### src/rtl/regbank_seq_pkg.sv
// Shared encodings for the register-bank micro-sequencer.
package regbank_seq_pkg;

  // Defaults shared with the 8x16 register bank
  localparam int W_DEF     = 16;
  localparam int N_SEL_DEF = 3;

  typedef enum logic [1:0] {
    OP_LDI  = 2'b00,
    OP_MOV  = 2'b01,
    OP_ADD  = 2'b10,
    OP_SWAP = 2'b11
  } op_t;

  typedef enum logic [2:0] {
    IDLE = 3'd0,
    RDA  = 3'd1,
    RDB  = 3'd2,
    WR1  = 3'd3,
    WR2  = 3'd4,
    DONE = 3'd5
  } state_t;

  // First sequence state for a freshly accepted command
  function automatic state_t first_state(input op_t o);
    return (o == OP_LDI) ? WR1 : RDA;
  endfunction

endpackage

### src/rtl/regbank_seq.sv
// Micro-sequencer: sole master of the register bank control pins.
// Runs one register-transfer command per start/done handshake.
module regbank_seq
  import regbank_seq_pkg::*;
#(
  parameter int W     = W_DEF,
  parameter int N_SEL = N_SEL_DEF
) (
  input  logic             clk,
  input  logic             reset,
  input  logic             start,
  input  logic [1:0]       op,
  input  logic [N_SEL-1:0] rd,
  input  logic [N_SEL-1:0] rs,
  input  logic [W-1:0]     imm,
  output logic             busy,
  output logic             done,
  output logic             carry,
  output logic [N_SEL-1:0] rsel,
  output logic             wrr,
  output logic             tr,
  output logic [W-1:0]     wdata,
  input  logic [W-1:0]     bus
);

  state_t           state;
  op_t              op_q;
  logic [N_SEL-1:0] rd_q, rs_q;
  logic [W-1:0]     imm_q;
  logic [W-1:0]     ta, tb;
  logic [W:0]       sum;

  // Adder with carry-out; result only used in WR1 of ADD
  assign sum = {1'b0, ta} + {1'b0, tb};

  // Sequencer state, latched command fields, temporaries and carry
  always_ff @(posedge clk) begin
    if (!reset) begin
      state <= IDLE;
      op_q  <= OP_LDI;
      rd_q  <= '0;
      rs_q  <= '0;
      imm_q <= '0;
      ta    <= '0;
      tb    <= '0;
      carry <= 1'b0;
    end else begin
      case (state)
        IDLE: if (start) begin
          op_q  <= op_t'(op);
          rd_q  <= rd;
          rs_q  <= rs;
          imm_q <= imm;
          state <= first_state(op_t'(op));
        end
        // Bus is only sampled here, so a floating bus elsewhere is harmless
        RDA: begin
          ta    <= bus;
          state <= (op_q == OP_MOV) ? WR1 : RDB;
        end
        RDB: begin
          tb    <= bus;
          state <= WR1;
        end
        WR1: begin
          if (op_q == OP_ADD) carry <= sum[W];
          state <= (op_q == OP_SWAP) ? WR2 : DONE;
        end
        WR2:     state <= DONE;
        DONE:    state <= IDLE;
        default: state <= IDLE;
      endcase
    end
  end

  // Moore decode of bank controls from state and latched fields
  always_comb begin
    rsel  = '0;
    wrr   = 1'b0;
    tr    = 1'b0;
    wdata = '0;
    busy  = (state != IDLE);
    done  = (state == DONE);
    case (state)
      RDA: begin
        rsel = rs_q;
        tr   = 1'b1;
      end
      RDB: begin
        rsel = rd_q;
        tr   = 1'b1;
      end
      WR1: begin
        rsel = rd_q;
        wrr  = 1'b1;
        case (op_q)
          OP_LDI:  wdata = imm_q;
          OP_ADD:  wdata = sum[W-1:0];
          default: wdata = ta;
        endcase
      end
      WR2: begin
        rsel  = rs_q;
        wrr   = 1'b1;
        wdata = tb;
      end
      default: ;
    endcase
  end

endmodule

### config.mk
export PLATFORM = sky130hd
export DESIGN_NAME = regbank_seq
export DESIGN_NICKNAME = d
export VERILOG_FILES = /design/src/rtl/regbank_seq_pkg.sv /design/src/rtl/regbank_seq.sv
export SDC_FILE = /design/constraint.sdc
export NUM_CORES = 1
export LEC_CHECK = 0
export BUFFER_PORTS_ARGS = -buffer_cell sky130_fd_sc_hd__buf_2
export CAP_MARGIN = 20
export CORE_UTILIZATION = 55
export DETAILED_ROUTE_END_ITERATION = 7
export PLACE_DENSITY = 0.79
export SYNTH_ARGS = -nofsm -noshare
export SYNTH_HDL_FRONTEND = slang
export SYNTH_SLANG_ARGS = --single-unit
### constraint.sdc
create_clock -name clk -period 3.8 [get_ports clk]
set_input_delay 1.14 -clock clk [delete_from_list [all_inputs] [get_ports clk]]
set_output_delay 1.14 -clock clk [all_outputs]
set_load 0.1 [all_outputs]
### Yosys cells after proc, flatten, opt, wreduce, memory -nomap -nowiden

Cells that the tools add are included.

* bits in registers: 60
* input port bits: 43

* add/subtract/negate cells: 1
* eq/ne operators: 9
* muxes and demuxes: 10
* reductions and logical operators: 10

Operators by type and width (number)
* $pmux 16 s2: 2
* $add 16x16->17: 1
* $pmux 3 s5: 1
* $reduce_or 2->1: 4
* $eq 3x2->1 const B: 2
* $eq 3x3->1 const B: 2
* $pmux 3 s2: 1
* $eq 2x2->1 const B: 2
* $logic_not 2->1: 2
* $mux 1: 4
* $reduce_and 2->1: 2
* $eq 3x1->1 const B: 1
* $logic_not 3->1: 1
* $mux 3: 1
* $reduce_bool 3->1: 1
* $eq 2x1->1 const B: 1
* $mux 2: 1
* $ne 2x2->1 const B: 1

### Logic depth before layout (Yosys ltp)

* depth in word-level cells: 4
* gate-level depth with buffers: 8
* gate-level depth less buffers: 8

### Worst setup path before layout

Ideal clock, no wire load.

* path kind: register to output
* start: register ta[0]
* end: output wdata[2]
* data arrival time: 3.518 ns
* setup slack: -0.858 ns
* stages on the path, launching flop included: 7
* buffers on the path: 0
* path through: dfxtp_1 ha_1 fa_1 xnor2_1 a211oi_1 a21oi_1 o21ai_0

* cells in the longest elaborated chain, start to end: 3

Ends and longest elaborated chain
* from (decl): line regbank_seq.sv:30 `logic [W-1:0] ta, tb;`
* from (signal assigned): line regbank_seq.sv:58 `ta <= bus;`
* $add 16x16->17: line regbank_seq.sv:34 `assign sum = {1'b0, ta} + {1'b0, tb};`
* $pmux 16 s2: line regbank_seq.sv:96 `case (op_q)`
* $pmux 16 s2: line regbank_seq.sv:84 `case (state)`
* to (decl): line regbank_seq.sv:22 `output logic [W-1:0] wdata,`

No other way between the ends.

### Final worst setup path

* start: register ta[0]
* end: output wdata[12]

The elaborated chain is that of the path after synthesis.

==> results.json <==
{
  "port_buffers": 66,
  "hold_buffers": 0,
  "setup_viol": 0,
  "post_dp_cell_area_um2": 4090,
  "vias": 3528,
  "antenna_cells": 0,
  "critPathMaxFanout": 3,
  "numClockSinks": 60,
  "final_cell_mix": "nand2_1 (142), dfxtp_1 (58), buf_2 (56)",
  "rows": 28,
  "initial_core_util": 0.585,
  "cts_tree": "built",
  "critPathBufInv": 1,
  "dieArea_um2": 6780,
  "grt_pass1_vias": 3284,
  "worstPathCellList": "ha_4 > fa_2 > a211oi_4 > o21ai_2 > a2111oi_2 > nor3_1 > xnor2_1 > o221ai_4 > buf_12",
  "root_buffer": "clkbuf_8",
  "layout_setup_ws_ps": 30.0,
  "cp-end-kind": "output pin",
  "fin_crit_ps": 3770,
  "cp_top_family": "compound AO/OA/AOI/OAI gates",
  "syn-num-nets": 527,
  "max_stage_delay_ps": 390,
  "worstSkewPairLatency_ps": 340,
  "hp-class": "reg -> reg",
  "path_clk_slew_ps": 70,
  "grt_usage": 0.300,
  "mostFrequentLayoutCell": "nand2_1",
  "worstSetupPathType": "reg -> out",
  "synth_top_area_cell": "dfxtp_1",
  "synthCells": 467,
  "synthFlopType": "dfxtp_1",
  "grt_pass1_wl_mm": 15.2,
  "drv_cap": 0,
  "skew_ps": 5.72,
  "drt_iter0_drc": 283,
  "synthDistinctLibCells": 45,
  "synth_edf_count": 0,
  "synth_area_um2": 3550,
  "dpl.hpwl_mm": 6.47,
  "drc_errors": 0,
  "core_area_um2": 6060,
  "synth.area.top_cells": "dfxtp_1 (34%), nand2_1 (15%), a21boi_0 (11%)",
  "drt_pass1_iterations": 5,
  "irDropWorstVdd_mv": 0.358,
  "synth_top_area_share": 0.339,
  "slew_headroom": 0.415,
  "grt_max_degree": 59,
  "drtAntennaViolNets": 0,
  "leakage_nw": 1.77,
  "wirelength_mm": 9.47,
  "p_per_area_nw_per_um2": 432,
  "rsz0062_at_grt": "yes",
  "avgSynthCellArea_um2": 7.60,
  "overflow": 0,
  "dpl_worst_slack_ps": 96.4,
  "cp_slowest_cell": "fa_2",
  "crit_path_start_kind": "flip-flop",
  "die_h_um": 82.3,
  "nNetsFinal": 585,
  "yosysWarnings": 0,
  "cp.arrival_ps": 2630,
  "die_w_um": 82.3,
  "cp.required_ps": 2660,
  "ys_seq_elements": 60,
  "fmax_ghz": 0.265,
  "pin_count": 67,
  "place.gp.congestion": 0.897,
  "async_reset_ff_frac": 0,
  "status": "finished, final reports clean",
  "area_growth_pct": 22.7,
  "finalHoldViolCount": 0,
  "final_area_um2": 4350,
  "viasPerCell": 5.83,
  "cts_buffers": 9,
  "post-route-period-util": 0.992,
  "antenna_found_initial": 0,
  "htreeDepth": 3,
  "final_max_slew_viol_count": 0,
  "wl_per_cell_um": 15.7,
  "drive_above_1_share": 0.215,
  "synth_seq_area_share": 0.339,
  "clockBufferDepth": 2,
  "tightestPinTransition_ps": 877
}
synth_stat cells, types with 4 or more instances:
library cell / count
o221ai_1: 8
a21oi_1: 28
mux2i_1: 5
clkbuf_1: 18
buf_2: 11
a211oi_1: 5
a21boi_1: 4
nand2b_1: 4
a21o_1: 4
inv_1: 4
nor2_1: 18
o21ai_0: 16
nor3b_1: 9
ha_1: 16
nand2_1: 142
dfxtp_1: 60
nor3_1: 6
xor2_1: 6
xnor2_1: 7
a21boi_0: 52
cells by family (layout without fill, tap and decap cells):
| kind of cell | Yosys count | after routing | share of synthesized area |
|---|---|---|---|
| xor+xnor | 13 | 13 | 0.0321 |
| flops | 60 | 60 | 0.339 |
| simple gates | 199 | 199 | 0.240 |
| fa+ha+maj | 17 | 17 | 0.0621 |
| mux | 5 | 5 | 0.0141 |
| buf+inv | 35 | 98 | 0.0420 |
| compound gates | 138 | 138 | 0.271 |
power breakdown:
| group | switching, W | internal, W | total [W] |
|---|---|---|---|
| registers | 0.0000518 | 0.000688 | 0.000739 |
| logic | 0.000339 | 0.000154 | 0.000493 |
| clock network | 0.000260 | 0.000387 | 0.000647 |
tightest hold or removal path, stage by stage, from the launching register on:
cell and delay [ps]:
dfxtp_1 310, nand2_1 50, a21boi_1 50
cell type report:
type / count / area [um^2]
flip-flops and latches: 60 / 1200
clock buffers: 12 / 145
multi-input cells: 372 / 2300
inverters: 4 / 15.0
well taps: 75 / 93.8
fillers: 494 / 1710
clock inverters: 4 / 72.6
repair buffers: 78 / 524
sequential cells by signal (all words and copies together) (netlist names):
register and count:
op_q 2, state 3, carry 1, rs_q 3
imm_q 16, rd_q 3, tb 16, ta 16
final timing paths:
kind                            startpoint        end  slack (ps)  depth (start not counted)
worst max-delay path                 ta[0]  wdata[12]          30                          9
worst min-delay path              imm_q[8]   imm_q[8]         450                          2
worst max register to register       ta[0]      carry        1850                          8
worst min register to register    imm_q[8]   imm_q[8]         450                          2
routing by layer:
layer / vias up / part of all wire / GRT usage
li1: 1724 / - / -
met1: 1639 / 0.44 / 0.386
met2: 142 / 0.46 / 0.470
met3: 23 / 0.075 / 0.0780
met4: 0 / 0.020 / 0.135
met5: - / 0 / 0
per-stage QoR:
step | util | setup TNS, ps | hold WS, ps | total power (W) | std cells
floorplan | - | -105 | 430 | 0.00111 | 467
global placement | 0.674 | 0 | 445 | 0.00122 | 587
detailed placement | 0.674 | 0 | 452 | 0.00123 | 587
CTS | 0.717 | 0 | 463 | 0.00188 | 605
global route | 0.718 | -129 | 496 | 0.00196 | 605
finish | 0.718 | 0 | 455 | 0.00188 | 605
what timing repair did:
item,in CTS,in global routing
gates resized for setup,7,5
setup buffers,2,0
setup endpoints to repair,8,9
gates cloned,0,0
pin swaps,8,2
(Power assumes the default switching activity.)
